### config.mk
export PLATFORM = sky130hd
export DESIGN_NAME = seg_scroll_source
export DESIGN_NICKNAME = d
export VERILOG_FILES = /design/src/rtl/seg_pkg.sv /design/src/rtl/seg_char_decode.sv /design/src/rtl/seg_scroll_source.sv
export SDC_FILE = /design/constraint.sdc
export NUM_CORES = 1
export LEC_CHECK = 0
export CAP_MARGIN = 25
export CORE_ASPECT_RATIO = 0.75
export CORE_MARGIN = 2
export CORE_UTILIZATION = 57
export CTS_CLUSTER_SIZE = 30
export DETAILED_ROUTE_END_ITERATION = 12
export PLACE_DENSITY = 0.85
export SETUP_SLACK_MARGIN = 0.3
export SYNTH_ARGS = -nofsm -noshare
export SYNTH_HDL_FRONTEND = slang
export SYNTH_SLANG_ARGS = --single-unit
### constraint.sdc
create_clock -name CLK -period 5.7 [get_ports CLK]
set_input_delay 1.71 -clock CLK [delete_from_list [all_inputs] [get_ports CLK]]
set_output_delay 1.71 -clock CLK [all_outputs]
set_load 0.02 [all_outputs]
### src/rtl/seg_pkg.sv
// Shared definitions for the scrolling seven-segment pattern source.
// Latency: none (constants and types only).
// Backpressure: none; the display driver consumes SEG_DATA every cycle.
package seg_pkg;

  // Character codes above the hex range
  localparam logic [4:0] CH_BLANK = 5'h10;
  localparam logic [4:0] CH_H     = 5'h11;
  localparam logic [4:0] CH_E     = 5'h12;
  localparam logic [4:0] CH_L     = 5'h13;
  localparam logic [4:0] CH_O     = 5'h14;
  localparam logic [4:0] CH_P     = 5'h15;
  localparam logic [4:0] CH_DASH  = 5'h16;
  localparam logic [4:0] CH_DOT   = 5'h17;

  // Segment byte order: upper, right upper, right lower, lower,
  // left lower, left upper, center, dot (MSB first)
  localparam logic [7:0] SEG_BLANK = 8'b00000000;
  localparam logic [7:0] SEG_0     = 8'b11111100;
  localparam logic [7:0] SEG_1     = 8'b01100000;
  localparam logic [7:0] SEG_H     = 8'b01101110;
  localparam logic [7:0] SEG_E     = 8'b10011110;
  localparam logic [7:0] SEG_L     = 8'b00011100;
  localparam logic [7:0] SEG_O     = 8'b11111100;
  localparam logic [7:0] SEG_P     = 8'b11001110;
  localparam logic [7:0] SEG_DOT   = 8'b00000001;
  localparam logic [7:0] SEG_DASH  = 8'b00000010;

  // Number of digits in the visible window
  localparam int DIGITS = 8;

  typedef enum logic {
    IDLE = 1'b0,
    RUN  = 1'b1
  } state_e;

endpackage

### src/rtl/seg_char_decode.sv
// Maps one 5-bit character code to its 8-bit segment pattern.
// Latency: combinational.
// Backpressure: none.
module seg_char_decode
  import seg_pkg::*;
(
  input  logic [4:0] code_i,
  output logic [7:0] seg_o
);

  // Lookup: hex digits, a few letters and symbols, everything else blank
  always_comb begin
    seg_o = SEG_BLANK;
    case (code_i)
      5'h00:    seg_o = SEG_0;
      5'h01:    seg_o = SEG_1;
      5'h02:    seg_o = 8'b11011010;
      5'h03:    seg_o = 8'b11110010;
      5'h04:    seg_o = 8'b01100110;
      5'h05:    seg_o = 8'b10110110;
      5'h06:    seg_o = 8'b10111110;
      5'h07:    seg_o = 8'b11100000;
      5'h08:    seg_o = 8'b11111110;
      5'h09:    seg_o = 8'b11110110;
      5'h0A:    seg_o = 8'b11101110;
      5'h0B:    seg_o = 8'b00111110;
      5'h0C:    seg_o = 8'b10011100;
      5'h0D:    seg_o = 8'b01111010;
      5'h0E:    seg_o = 8'b10011110;
      5'h0F:    seg_o = 8'b10001110;
      CH_H:     seg_o = SEG_H;
      CH_E:     seg_o = SEG_E;
      CH_L:     seg_o = SEG_L;
      CH_O:     seg_o = SEG_O;
      CH_P:     seg_o = SEG_P;
      CH_DASH:  seg_o = SEG_DASH;
      CH_DOT:   seg_o = SEG_DOT;
      default:  seg_o = SEG_BLANK;
    endcase
  end

endmodule

### src/rtl/seg_scroll_source.sv
// Message buffer plus 8-character scrolling window feeding the 7-seg driver.
// Latency: SEG_DATA/FRAME follow a position change by one cycle; writes show one cycle after the write edge.
// Backpressure: none; PAUSE freezes the window, the driver samples every cycle.
module seg_scroll_source
  import seg_pkg::*;
#(
  parameter int MSG_DEPTH  = 16,
  parameter int AW         = 4,
  parameter int SCROLL_DIV = 12000000
) (
  input  logic          CLK,
  input  logic          N_RST,
  input  logic          WR_EN,
  input  logic [AW-1:0] WR_ADDR,
  input  logic [4:0]    WR_CHAR,
  input  logic [AW:0]   MSG_LEN,
  input  logic          START,
  input  logic          STOP,
  input  logic          PAUSE,
  output logic [63:0]   SEG_DATA,
  output logic          FRAME,
  output logic          RUNNING
);

  localparam int            PW         = (SCROLL_DIV > 1) ? $clog2(SCROLL_DIV) : 1;
  localparam logic [PW-1:0] PRESC_LAST = PW'(SCROLL_DIV - 1);
  localparam logic [AW:0]   LEN_MIN    = (AW+1)'(DIGITS);
  localparam logic [AW:0]   LEN_MAX    = (AW+1)'(MSG_DEPTH);

  state_e        state_q, state_d;
  logic [AW-1:0] pos_q, pos_d;
  logic [PW-1:0] presc_q, presc_d;
  logic [AW:0]   len_q, len_d;
  logic          load_q, load_d;
  logic [4:0]    msg_q [MSG_DEPTH];
  logic [63:0]   seg_q, seg_d;
  logic          frame_q, frame_d;
  logic [AW:0]   len_in;
  logic [4:0]    win_chr [DIGITS];
  logic [7:0]    win_seg [DIGITS];
  logic [63:0]   win_pat;

  // Clamp the requested length to the window width and buffer depth
  always_comb begin
    len_in = MSG_LEN;
    if (MSG_LEN < LEN_MIN) len_in = LEN_MIN;
    else if (MSG_LEN > LEN_MAX) len_in = LEN_MAX;
  end

  // Control FSM: start/restart, stop (wins over start), prescaled scroll steps
  always_comb begin
    state_d = state_q;
    pos_d   = pos_q;
    presc_d = presc_q;
    len_d   = len_q;
    load_d  = 1'b0;
    case (state_q)
      IDLE: begin
        presc_d = '0;
        if (START && !STOP) begin
          state_d = RUN;
          pos_d   = '0;
          len_d   = len_in;
          load_d  = 1'b1;
        end
      end
      RUN: begin
        if (STOP) begin
          state_d = IDLE;
          presc_d = '0;
        end else if (START) begin
          pos_d   = '0;
          presc_d = '0;
          len_d   = len_in;
          load_d  = 1'b1;
        end else if (!PAUSE) begin
          if (presc_q == PRESC_LAST) begin
            presc_d = '0;
            pos_d   = ({1'b0, pos_q} == len_q - 1'b1) ? '0 : pos_q + AW'(1);
            load_d  = 1'b1;
          end else begin
            presc_d = presc_q + PW'(1);
          end
        end
      end
      default: state_d = IDLE;
    endcase
  end

  // Window addressing: pos < len and len >= 8, so one conditional subtract wraps
  always_comb begin
    logic [AW:0] idx;
    for (int i = 0; i < DIGITS; i++) begin
      idx = {1'b0, pos_q} + (AW+1)'(i);
      if (idx >= len_q) idx = idx - len_q;
      win_chr[i] = msg_q[idx[AW-1:0]];
    end
  end

  for (genvar g = 0; g < DIGITS; g++) begin : g_dec
    seg_char_decode u_dec (
      .code_i (win_chr[g]),
      .seg_o  (win_seg[g])
    );
  end

  // Pack digits, digit 0 in the top byte; blank outside RUN or when stopping
  always_comb begin
    win_pat = '0;
    for (int i = 0; i < DIGITS; i++) win_pat[63-8*i -: 8] = win_seg[i];
    seg_d   = (state_q == RUN && !STOP) ? win_pat : '0;
    frame_d = load_q && (state_q == RUN) && !STOP;
  end

  // Control state registers
  always_ff @(posedge CLK or negedge N_RST) begin
    if (!N_RST) begin
      state_q <= IDLE;
      pos_q   <= '0;
      presc_q <= '0;
      len_q   <= LEN_MIN;
      load_q  <= 1'b0;
    end else begin
      state_q <= state_d;
      pos_q   <= pos_d;
      presc_q <= presc_d;
      len_q   <= len_d;
      load_q  <= load_d;
    end
  end

  // Message buffer: host writes accepted in any state
  always_ff @(posedge CLK or negedge N_RST) begin
    if (!N_RST) begin
      for (int i = 0; i < MSG_DEPTH; i++) msg_q[i] <= CH_BLANK;
    end else if (WR_EN) begin
      msg_q[WR_ADDR] <= WR_CHAR;
    end
  end

  // Output registers: pattern refreshed every cycle, frame strobe on new window
  always_ff @(posedge CLK or negedge N_RST) begin
    if (!N_RST) begin
      seg_q   <= '0;
      frame_q <= 1'b0;
    end else begin
      seg_q   <= seg_d;
      frame_q <= frame_d;
    end
  end

  assign SEG_DATA = seg_q;
  assign FRAME    = frame_q;
  assign RUNNING  = (state_q == RUN);

endmodule

---- Word-level counts from Yosys, hierarchy flattened ----
Memories as Yosys holds them, arrays and structs flattened.
Index checks and enable logic that the tools add are counted.
storage, ports and cells
  register bits ........................... 180
  memory bits (read-only) ................. 2048
  input port bits ......................... 20
  output and inout port bits .............. 66
  memories ................................ 8
memory list
  memory           words  bits a word  rd ports  clocked after memory_dff  write ports  line                   RTL
  (no name shown)  32     8            1         0                         0            seg_char_decode.sv:14  case (code_i)
  (no name shown)  32     8            1         0                         0            seg_char_decode.sv:14
  (no name shown)  32     8            1         0                         0            seg_char_decode.sv:14
  (no name shown)  32     8            1         0                         0            seg_char_decode.sv:14
  (no name shown)  32     8            1         0                         0            seg_char_decode.sv:14
  (no name shown)  32     8            1         0                         0            seg_char_decode.sv:14
  2 more memories  -      -            -         -                         -            -
operators by class
  add/subtract/negate cells ............... 18
  magnitude comparators ................... 20
  equality and inequality tests ........... 8
  mux-type cells .......................... 62
  bitwise gates (word level) .............. 10
  reductions and logical operators ........ 8
operator list
  cell                                                  number
  binary-select mux 5 bit (select 4 bit)                8
  2-to-1 mux 5 bit                                      22
  2-to-1 mux 24 bit                                     4
  bitwise mux 80 bit                                    1
  2-to-1 mux 64 bit                                     1
  2-to-1 mux 4 bit                                      14
  one-hot mux 24 bit (2 select lines)                   1
  >= comparator 5 bit, second input constant            9
  inverter 4 -> 5 bit                                   9
  >= comparator 5 bit                                   7
  subtractor 4 bit                                      8
  adder 24 x 1 -> 24 bit, second input constant         1
  equality test 24 bit, second input constant           1
  adder 4 x 3 -> 5 bit, second input constant           4
  demux 5 bit (select 4 bit)                            1
  adder 4 x 2 -> 5 bit, second input constant           2
  one-hot mux 5 bit (2 select lines)                    1
  one-hot mux 4 bit (2 select lines)                    1
  2-to-1 mux 1 bit                                      6
  inequality test 2 bit, second input constant          3
  adder 4 x 1 -> 5 bit, second input constant           1
  equality test 4 x 5 -> 1 bit                          1
  >= comparator 4 x 5 -> 1 bit                          1
  greater-than comparator 5 bit, second input constant  1
  other kinds (13)                                      18

---- Logic depth before layout (Yosys ltp) ----
Gate-level depths: netlist (run 1).
An unclocked memory read counts as a cell.
  depth in word-level cells ............... 9
  mapped depth ............................ 23

---- By module ----
Synthesis (run 1) repeated with hierarchy kept, for this count alone.
second synthesis, totals
  cell total of the unflattened synthesis .. 2090
  area, all modules ....................... 17915.9 um^2
modules (own cells, without submodules)
  module                                instances  cells each  area an instance (um^2)
  seg_scroll_source                     1          1639        14675.3
  seg_char_decode (g_dec[3].u_dec ...)  5          56          400.4
  seg_char_decode (g_dec[1].u_dec)      1          59          427.9
  seg_char_decode (g_dec[0].u_dec)      1          56          412.9
  seg_char_decode (g_dec[2].u_dec)      1          56          397.9

---- Least setup slack after synthesis (run 1) ----
Ideal clock, no wire load.
  path kind ............................... register -> register
  from .................................... register pos_q[1]
  to ...................................... register seg_q[36] (netlist: SEG_DATA[36])
  setup time .............................. 0.078 ns
  arrival ................................. 5.226 ns
  required time ........................... 5.622 ns
  path slack .............................. 0.396 ns
  cell stages (with the launch flop) ...... 21
  buffers on the path ..................... 3
  period minus slack after synthesis ...... 5.304 ns
  path through ............................ dfrtp_1 > clkbuf_1 > inv_1 > ha_1 > xnor2_1 > ha_1 > a21oi_1 > o21ai_1 > a31oi_2 > mux2i_1 > buf_4 > buf_2 > mux2i_1 > mux2i_1 > mux2_2 > mux2i_1 > inv_1 > ha_1 > mux4_2 > nand2b_1 > a21oi_1
between the ends
  word-level cells in the longest chain between the ends .. 9
ends and longest elaborated chain
  what                                                     line                      RTL
  start: declaration                                       seg_scroll_source.sv:31   logic [AW-1:0] pos_q, pos_d;
  start signal: assignment                                 seg_scroll_source.sv:125  pos_q <= pos_d;
  adder 4 x 2 -> 5 bit *                                   seg_scroll_source.sv:94   idx = {1'b0, pos_q} + (AW+1)'(i);
  subtractor 4 bit or >= comparator 5 bit (tied branches)  seg_scroll_source.sv:95   if (idx >= len_q) idx = idx - len_q;
  2-to-1 mux 4 bit *                                       seg_scroll_source.sv:95
  inverter 4 -> 5 bit (not written as such) *              seg_scroll_source.sv:96   win_chr[i] = msg_q[idx[AW-1:0]];
  binary-select mux 5 bit (select 4 bit) *                 seg_scroll_source.sv:96
  2-to-1 mux 5 bit (not written as such) * (2 in series)   seg_scroll_source.sv:96
  memory (32 x 8 bit) *                                    -
  2-to-1 mux 64 bit *                                      seg_scroll_source.sv:111  seg_d = (state_q == RUN && !STOP) ? win_pat : '0;
  via seg_d[36]                                            seg_scroll_source.sv:36   logic [63:0] seg_q, seg_d;
  end signal: assignment                                   seg_scroll_source.sv:147  seg_q <= seg_d;
  end: declaration                                         seg_scroll_source.sv:36
The timed path passes the listed nets; every way through them passes the cells marked *. The select of a mux whose other input is x is not followed.
A chain may end at the register's enable or synchronous reset.

---- Worst setup path after layout (run 1) ----
  from .................................... register pos_q[0]
  to ...................................... register seg_q[23] (netlist: SEG_DATA[23])
between the ends
  word-level cells in the longest chain between the ends .. 9
ends and longest elaborated chain
  what                                                     line
  adder 4 x 3 -> 5 bit *                                   seg_scroll_source.sv:94
  subtractor 4 bit or >= comparator 5 bit (tied branches)  seg_scroll_source.sv:95
  2-to-1 mux 4 bit *                                       seg_scroll_source.sv:95
  inverter 4 -> 5 bit (not written as such) *              seg_scroll_source.sv:96
  binary-select mux 5 bit (select 4 bit) *                 seg_scroll_source.sv:96
  2-to-1 mux 5 bit (not written as such) * (2 in series)   seg_scroll_source.sv:96
  memory (32 x 8 bit) *                                    -
  2-to-1 mux 64 bit *                                      seg_scroll_source.sv:111
  via seg_d[23]                                            seg_scroll_source.sv:36
Marks and branches as above.

==> metrics, run 1 <==
status finished, final reports clean; FP Rows 58; Worst Tran Pin Value between 1000 and 1500 ps; final net count 2239; initial antenna violation count 2; clock transition at the registers of the reported paths 80 ps; TritonCTS Sinks 180; P_int about 4.3 mW; Leak 9.229 nW; total number of vias between 15000 and 20000; Mapped Cells 2140; type of the most critical hold path flip-flop to flip-flop; Setup Viol. Count Final 0; router iterations before antenna repair 9; maximum VDD drop ~0.24 mV; final worst setup slack roughly 470 ps; CTS H-tree depth 4; f_max between 0.15 and 0.2 GHz; Worst Path Required ~6100 ps; CTS Buffer Depth 2; top cell type's share of synthesized area roughly a fifth; synthesized area 19290 µm²; post-synthesis sequential area ratio 23.46%; most common cell after layout, fill and taps aside mux2i_1; combinational power share 58.2%; Layout fillers between 2000 and 3000; CTS buffer count 17; PD cells 383.4 nW/µm²; IO buf count 85; Detailed Place HPWL 42.04 mm; switch share 47.15%; CTS tree built; CP max FO 17; Net Switching 3.807 mW; Ys Warns 0; Top FF cell, synth dfrtp_1; Yosys top cell by area dfrtp_1; Post-synth EDFFs 0; Avg WL per Cell around 23 µm; setup tns final 0 ps; Cell variety after synth 97; Hold Violations, Final 0; Crit Path Category flip-flop to flip-flop; pre-CTS setup slack 65.79 ps; Synth Net Count 2268; synth top area cells dfrtp_1 (21%), mux2i_1 (21%), mux2_2 (7.5%); Async SR Flop Fraction 100.0%; WHS between 400 and 500 ps; Die H approximately 160 µm; I/O Pins between 80 and 90; grt total ovfl 0; Clk pwr share 15.9%; DRC 0; layout cell share with drive strength beyond 1 15.35%; global-route wire length before repair approximately 92 mm; worst skew pair latency about 480 ps; Die ar. ~35000 µm²; vias in the first global route between 15000 and 20000; area grow syn2layout 9.177%; Final Critical Period 5231 ps; Data arrival, critical path 5620 ps; Sequential Power Share 25.9%; Final Core Density 62.96%; crit end category flip-flop; Layout Skew 14.68 ps; CTS Root Cell clkbuf_16; startpoint types flip-flop; final wirelength 58.66 mm; largest net degree at the start of global routing between 80 and 90; unrepaired setup endpoints after global routing true; final worst-path cycle share 91.76%; placer congestion estimate around 1; core area approximately 33000 µm²; Seq cells post-synth 180; Die X 216.4 µm; hold_buf cts 0; Max-cap violations 0; Max Slew Vio Count 0; Via density 6.788; Initial Util 57.67%; commonest cells after routing, fill and taps aside mux2i_1 (399), nand2_1 (203), dfrtp_1 (162); Syn Area/Cell 9.016 µm²; Overall Global Routing Usage 32.99%; Post-DRT Antenna Nets 0; Iter 0 DRT Violations approximately 2600; slew margin rel. 26.71%
state kept, by name, summed over array words and instances (netlist names):
name	flops
msg_q	80
load_q	1
presc_q	24
FRAME	1
RUNNING	1
len_q	5
pos_q	4
SEG_DATA	64
metrics by stage:
stage | total power, mW | instances | instance area [µm²]
final | 8.075 | 2576 | 21060
after floorplan | 5.315 | 2140 | 19290
after global placement | 6.375 | 2538 | 20350
after detailed placement | 6.572 | 2538 | 20350
after global routing | 8.510 | 2576 | 21060
after CTS | 7.888 | 2570 | 20980
cells by family after synthesis:
group           count (synthesis)  synth area share [%]
buf+inv                       272                 6.180
xor+xnor                       33                 1.498
simple gates                  553                 13.74
compound gates                422                 15.26
mux                           572                 32.71
flops                         180                 23.46
fa+ha+maj                     108                 7.160
power groups by stage:
stage / Sequential, mW / Clock (mW) / Combinational (mW)
finish: 2.09 / 1.29 / 4.70
global route: 2.08 / 1.35 / 5.08
CTS: 2.02 / 1.29 / 4.57
detailed placement: 2.04 / 0 / 4.53
global placement: 2.02 / 0 / 4.35
floorplan: 1.70 / 0 / 3.61
routing by layer:
layer  wire, µm  track usage, %
met5          0               0
met4       2162           14.51
met3       7342           9.441
met2      25320           49.17
met1      23830           44.60
worst max-delay path: stages (launching register included):
cell and delay [ps]:
dfrtp_2 500, ha_1 310, xnor2_2 380, ha_1 360, a21oi_1 250, o21ai_2 120
a31oi_4 350, mux2i_4 750, mux2i_1 190, mux2i_1 200, mux2i_1 100, mux2i_1 480
inv_1 210, ha_1 300, nor3b_1 250, a211oi_1 80, a2bb2oi_1 160, o22ai_1 150
path summary, 6_finish.rpt:
path                            depth (start not counted)            startpoint  slack, ps                endpoint
worst max-delay path                                   17  pos_q[0]$_DFFE_PN0P_        470  SEG_DATA[23]$_DFF_PN0_
worst min-delay path                                    1      load_q$_DFF_PN0_        470         FRAME$_DFF_PN0_
worst max register to register                         17  pos_q[0]$_DFFE_PN0P_        470  SEG_DATA[23]$_DFF_PN0_
worst min register to register                          1      load_q$_DFF_PN0_        470         FRAME$_DFF_PN0_
max in group asynchronous                               2                 N_RST       3230  SEG_DATA[22]$_DFF_PN0_
min in group asynchronous                               1                 N_RST       1270  SEG_DATA[47]$_DFF_PN0_
cell usage after synthesis (all sizes together) (19+ instances only):
master / count
a211oi: 19
a21o: 23
a21oi: 88
and2: 25
and3: 19
buf: 93
clkbuf: 101
dfrtp: 163
ha: 104
inv: 76
mux2: 131
mux2i: 415
mux4: 26
nand2: 204
nand2b: 23
nand3: 37
nor2: 120
nor2b: 22
nor3: 33
o21ai: 86
cell type report:
type | count | area, µm² | share of cell area, %
Sequential cell | 180 | 4527 | 21.49
Antenna cell | 2 | 5.005 | 0.02376
Tap cell | 450 | 563.0 | 2.673
Timing Repair Buffer | 146 | 1330 | 6.314
Clock inverter | 12 | 153.9 | 0.7306
Multi-Input combinational cell | 1688 | 13740 | 65.21
Clock buffer | 20 | 456.7 | 2.168
Inverter | 78 | 292.8 | 1.390
what timing repair did:
item | 4_1_cts | 5_1_grt
setup endpoints to repair | 9 | 31
setup buffers | 0 | 4
gates resized for setup | 3 | 10
endpoints found under the hold margin | 0 | 0
pin swaps | 0 | 2
cloned | 0 | 0
No activity file was read; power rests on OpenSTA's default activity.
==> run 2, diff against run 1 <==
Settings changed: CORE_UTILIZATION 57 to 35, CTS_CLUSTER_DIAMETER set to 50, PLACE_DENSITY 0.85 to 0.59.
==> metrics, run 2 (same netlist as run 1, synthesis figures left out) <==
worst skew pair latency 490 ps (about the same); slowest cell on the critical path ha_1; CTS buffer count 17 (unchanged); Setup Viol. Count Final 0 (unchanged); placer congestion estimate 0.9528 (-5.1%); startpoint types flip-flop; type of the most critical hold path flip-flop to flip-flop; most common cell after layout, fill and taps aside mux2i_1; DRC 0 (unchanged); cells along the critical path buf_4 -> clkinvlp_4 -> ha_1 -> inv_1 -> ha_1 -> a21o_1 -> a31o_2 -> a21boi_2 -> mux2_4 -> mux2i_1 -> mux2i_1 -> mux2i_1 -> mux2i_2 -> inv_1 -> ha_1 -> or3_1 -> o311a_1 -> o22ai_1; FP Rows 74 (+28%); Iter 0 DRT Violations 1673 (-36%); clock transition at the registers of the reported paths 70 ps (about the same); Final Critical Period 5178 ps (-52.84 ps); Data arrival, critical path 5570 ps (-50 ps); Die X 275.1 µm (+27%); setup tns final 0 ps (unchanged); unrepaired setup endpoints after global routing false; TritonCTS Sinks 180 (unchanged); CTS tree built; largest net degree at the start of global routing 100 (+19%); Initial Util 35.44% (-22 points); CP max FO 21 (+4); Crit Path Category flip-flop to flip-flop; f_max 0.1931 GHz (+1.0%); Detailed Place HPWL 45.86 mm (+9.1%); Hold Violations, Final 0 (unchanged); CTS Buffer Depth 2 (unchanged); Post-DRT Antenna Nets 0 (unchanged); I/O Pins 86 (unchanged); CTS Root Cell clkbuf_16; initial antenna violation count 0 (-2); register with the most flip-flops msg_q; PD cells 373.1 nW/µm² (-2.7%); router iterations before antenna repair 5 (-4); Leak 9.312 nW (+0.90%); CP peak stage delay 540 ps (-210 ps); worst reg-to-reg path cell count 18 (+1); Max Slew Vio Count 0 (unchanged); slew margin rel. 36.80% (+10 points); Hold Crit Depth 1 (unchanged); final wirelength 62.08 mm (+5.8%); commonest cells after routing, fill and taps aside mux2i_1 (396), nand2_1 (203), dfrtp_1 (163); final instance area 21570 µm² (+2.4%); final worst-path cycle share 90.84% (-0.93 points); status finished, final reports clean; vias in the first global route 16380 (-1.9%); max reg flops 80 (unchanged); crit end category flip-flop; Layout Skew 24.29 ps (+9.606 ps); area grow syn2layout 11.78%; Overall Global Routing Usage 21.53% (-11 points); IO buf count 85 (unchanged); final net count 2257 (+0.80%); maximum VDD drop 0.2058 mV (-14%); Max-cap violations 0 (unchanged); CTS H-tree depth 4 (unchanged); total number of vias 16920 (-3.2%); layout cell share with drive strength beyond 1 16.11% (+0.76 points); Via density 5.909 (-13%); Avg WL per Cell 21.68 µm (-4.8%); core area 54440 µm² (+63%); Worst Path Required 6090 ps (about the same); global-route wire length before repair 96.36 mm (+4.6%); antenna cells 0 (-2); Die ar. 57040 µm² (+61%); Worst Tran Pin Value 944.6 ps (-149.9 ps); grt total ovfl 0 (unchanged); dpl cell area 20790 µm² (+2.2%); Die H 207.3 µm (+27%)
[run 2: cell count changes in the layout (fill, tap and decap cells not counted), sizes merged]
cell | previous run | this run
buf | 62 | 79
inv | 85 | 80
clkinv | 3 | 7
diode | 2 | 0
clkinvlp | 0 | 3
bufinv | 2 | 1
[run 2: cell type report]
cell class | instances | area [µm²]
Clock buffer | 19 | 432.9
Clock inverter | 13 | 147.6
Fill cell | 5324 | 32880
Inverter | 78 | 296.5
Multi-Input combinational cell | 1688 | 13750
Sequential cell | 180 | 4526
Tap cell | 722 | 903.4
Timing Repair Buffer | 164 | 1509
[run 2: per-stage QoR]
| step | worst slack (ps) | cells | hold WS (ps) | power (mW) | utilization (%) |
|---|---|---|---|---|---|
| 4_1_cts | 330.0 | 2855 | 482.0 | 7.931 | 39.30 |
| 5_1_grt | 333.1 | 2864 | 498.9 | 8.560 | 39.61 |
| 2_1_floorplan | 396.2 | 2140 | 427.7 | 5.315 | - |
| 3_3_place_gp | 418.0 | 2821 | 455.9 | 6.562 | 38.16 |
| 6_report | 522.3 | 2864 | 485.3 | 8.046 | 39.61 |
| 3_5_place_dp | 235.6 | 2822 | 448.4 | 6.695 | 38.19 |
[run 2: worst max-delay path: cells and delay by family (launching register included)]
family          cells  cell delay [ps]
mux                 5             1330
fa+ha+maj           3             1170
compound gates      5             1020
buf+inv             4              730
flops               1              440
simple gates        1              380
[run 2: routing by layer]
layer / track usage, % / vias to the layer above / routed length, µm
met2: 31.75 / 681 / 26600
met5: 0 / - / 0
met3: 4.477 / 92 / 4918
met4: 5.834 / 0 / 1384
li1: - / 7746 / -
met1: 31.57 / 8405 / 29180
[run 2: final timing paths]
check / start / slack, ps / to
max reg2reg: pos_q[1]$_DFFE_PN0P_ / 520 / SEG_DATA[15]$_DFF_PN0_
max in group asynchronous: N_RST / 3230 / msg_q[39]$_DFFE_PN1P_
max: pos_q[1]$_DFFE_PN0P_ / 520 / SEG_DATA[15]$_DFF_PN0_
min reg2reg: load_q$_DFF_PN0_ / 490 / FRAME$_DFF_PN0_
min: load_q$_DFF_PN0_ / 490 / FRAME$_DFF_PN0_
min in group asynchronous: N_RST / 1290 / SEG_DATA[44]$_DFF_PN0_
[run 2: what timing repair did]
item | CTS | global route
gates resized for setup | 1 | 19
buffers inserted | 1 | 9
setup endpoints to repair | 2 | 33
pin swaps | 0 | 0
hold buffers | 0 | 0
[run 2: report_power, final]
part,leakage [nW],internal [mW],total (mW),switching [mW]
sequential,2.32,1.51,2.13,0.621
clock,0.279,0.619,1.21,0.589
combinational,6.72,2.10,4.71,2.61
total,9.31,4.23,8.05,3.82
==> run 3, diff against run 2 <==
Settings changed: CORE_UTILIZATION 35 to 25, PLACE_DENSITY 0.59 to 0.47.
==> metrics, run 3 (same netlist as run 1, synthesis figures left out) <==
R2R setup slack 600 ps (+80 ps); Avg WL per Cell 21.49 µm (-0.85%); hold_buf cts 0 (unchanged); HP Start load_q$_DFF_PN0_; setup tns final 0 ps (unchanged); Final Critical Period 5098 ps (-79.94 ps); CTS buffer count 17 (unchanged); vias in the first global route 16450 (+0.41%); Leak 9.371 nW (+0.64%); slowest cell on the critical path mux2i_4; slew margin rel. 32.58% (-4.2 points); Via density 5.290 (-10%); Worst path top cell family by delay multiplexers; status finished, final reports clean; Initial Util 25.18% (-10 points); Crit Path Category flip-flop to flip-flop; DRC 0 (unchanged); FP Rows 88 (+19%); core area 76630 µm² (+41%); Worst Path Required 6090 ps (about the same); commonest cells after routing, fill and taps aside mux2i_1 (397), nand2_1 (204), dfrtp_1 (162); Data arrival, critical path 5480 ps (-90 ps); register with the most flip-flops msg_q; pre-CTS setup slack 239.4 ps (+3.861 ps); PD cells 370.8 nW/µm² (-0.61%); antenna cells 0 (unchanged); Buf/Inv on CP 4 (unchanged); CP peak stage delay 670 ps (+130 ps); final worst-path cycle share 89.43% (-1.4 points); Max Slew Vio Count 0 (unchanged); CTS H-tree depth 4 (unchanged); startpoint types flip-flop; CP startpoint pos_q[2]$_DFFE_PN0P_; Hold EP FRAME$_DFF_PN0_; I/O Pins 86 (unchanged); most used cell, CP mux2i_1; Hold Violations, Final 0 (unchanged); Detailed Place HPWL 50.85 mm (+11%); Iter 0 DRT Violations 1658 (-0.90%); worst reg-to-reg path cell count 17 (-1); final worst setup slack 602.2 ps (+79.94 ps); max reg flops 80 (unchanged); maximum VDD drop 0.1386 mV (-33%); clock transition at the registers of the reported paths 90 ps (+20 ps); Critical R2R Launch pos_q[2]$_DFFE_PN0P_; CTS Root Cell clkbuf_16; total number of vias 16880 (-0.28%); Post-DRT Antenna Nets 0 (unchanged); crit end category flip-flop; f_max 0.1962 GHz (+1.6%); placer congestion estimate 0.9133 (-4.1%); grt total ovfl 0 (unchanged); IO buf count 85 (unchanged); type of the most critical hold path flip-flop to flip-flop; final wirelength 68.56 mm (+10%); WHS 465.8 ps (-19.58 ps); most common cell after layout, fill and taps aside mux2i_1; Setup Viol. Count Final 0 (unchanged); unrepaired setup endpoints after global routing true; dpl cell area 21250 µm² (+2.2%); CTS Buffer Depth 2 (unchanged); CP max FO 11 (-48%); largest net degree at the start of global routing 81 (-19%); Worst Tran Pin Value 1011 ps (+66.69 ps); router iterations before antenna repair 5 (unchanged); Layout Skew 17.33 ps (-6.958 ps); Die ar. 79440 µm² (+39%); Die H 244.6 µm (+18%); initial antenna violation count 2 (+2); Die X 324.8 µm (+18%); Hold Crit Depth 1 (unchanged); RR Endpoint SEG_DATA[10]$_DFF_PN0_; CTS tree built; final net count 2270 (+0.58%); Max-cap violations 0 (unchanged); worst skew pair latency 500 ps (about the same); Overall Global Routing Usage 17.01% (-4.5 points); global-route wire length before repair 104.0 mm (+7.9%); area grow syn2layout 14.29%; cells along the critical path inv_1 -> ha_1 -> inv_1 -> ha_1 -> a21o_1 -> a31o_2 -> a21boi_2 -> mux2i_4 -> buf_4 -> mux2i_1 -> mux2i_1 -> mux2_2 -> mux2i_1 -> buf_4 -> nor2b_1 -> nand2_1 -> and4b_1; TritonCTS Sinks 180 (unchanged); final instance area 22050 µm² (+2.3%); layout cell share with drive strength beyond 1 16.61% (+0.51 points)
==> run 3: cell count changes in the layout (fill, tap and decap cells not counted), sizes merged <==
cell      delta
buf         +13
clkinv       +1
clkinvlp     -2
bufinv       -1
inv          +2
==> run 3: worst max-delay path by stage <==
stage                     cells after the start                     end  slack, ps
final                                        17  SEG_DATA[10]$_DFF_PN0_        600
after CTS                                    19  SEG_DATA[52]$_DFF_PN0_        310
after floorplan                              20  SEG_DATA[36]$_DFF_PN0_        400
after global routing                         20   SEG_DATA[4]$_DFF_PN0_        210
after global placement                       18  SEG_DATA[51]$_DFF_PN0_        300
after detailed placement                     17  SEG_DATA[51]$_DFF_PN0_        240
==> run 3: final cells by class <==
class / instances / area, µm²
multi-input cells: 1688 / 13750
inverters: 78 / 292.8
flip-flops and latches: 180 / 4527
clock buffers: 19 / 442.9
fillers: 8150 / 54580
clock inverters: 13 / 116.4
well taps: 1035 / 1295
repair buffers: 177 / 1623
==> run 3: where the power goes <==
group	internal, mW	leakage (nW)	switching [mW]
Clock	0.584	0.277	0.625
Sequential	1.51	2.31	0.663
Combinational	2.13	6.78	2.67
==> run 3: stage by stage <==
step,util (%),power (mW),instances
final,28.77,8.177,3190
after global routing,28.77,8.736,3190
after CTS,28.52,8.103,3177
after detailed placement,27.73,6.826,3142
after global placement,27.71,6.747,3141
after floorplan,-,5.315,2140
==> run 3: what timing repair did <==
item,in CTS,in global routing
gates resized for setup,2,14
buffers inserted,3,13
pin swaps,0,2
setup endpoints to repair,5,35
==> run 3: layer usage <==
layer | vias to the layer above | wire length, µm | global-route usage [%]
li1 | 7774 | - | -
met1 | 8450 | 32980 | 24.03
met2 | 566 | 29290 | 25.33
met3 | 84 | 4797 | 4.307
met4 | 2 | 1483 | 5.011
met5 | - | 12 | 0
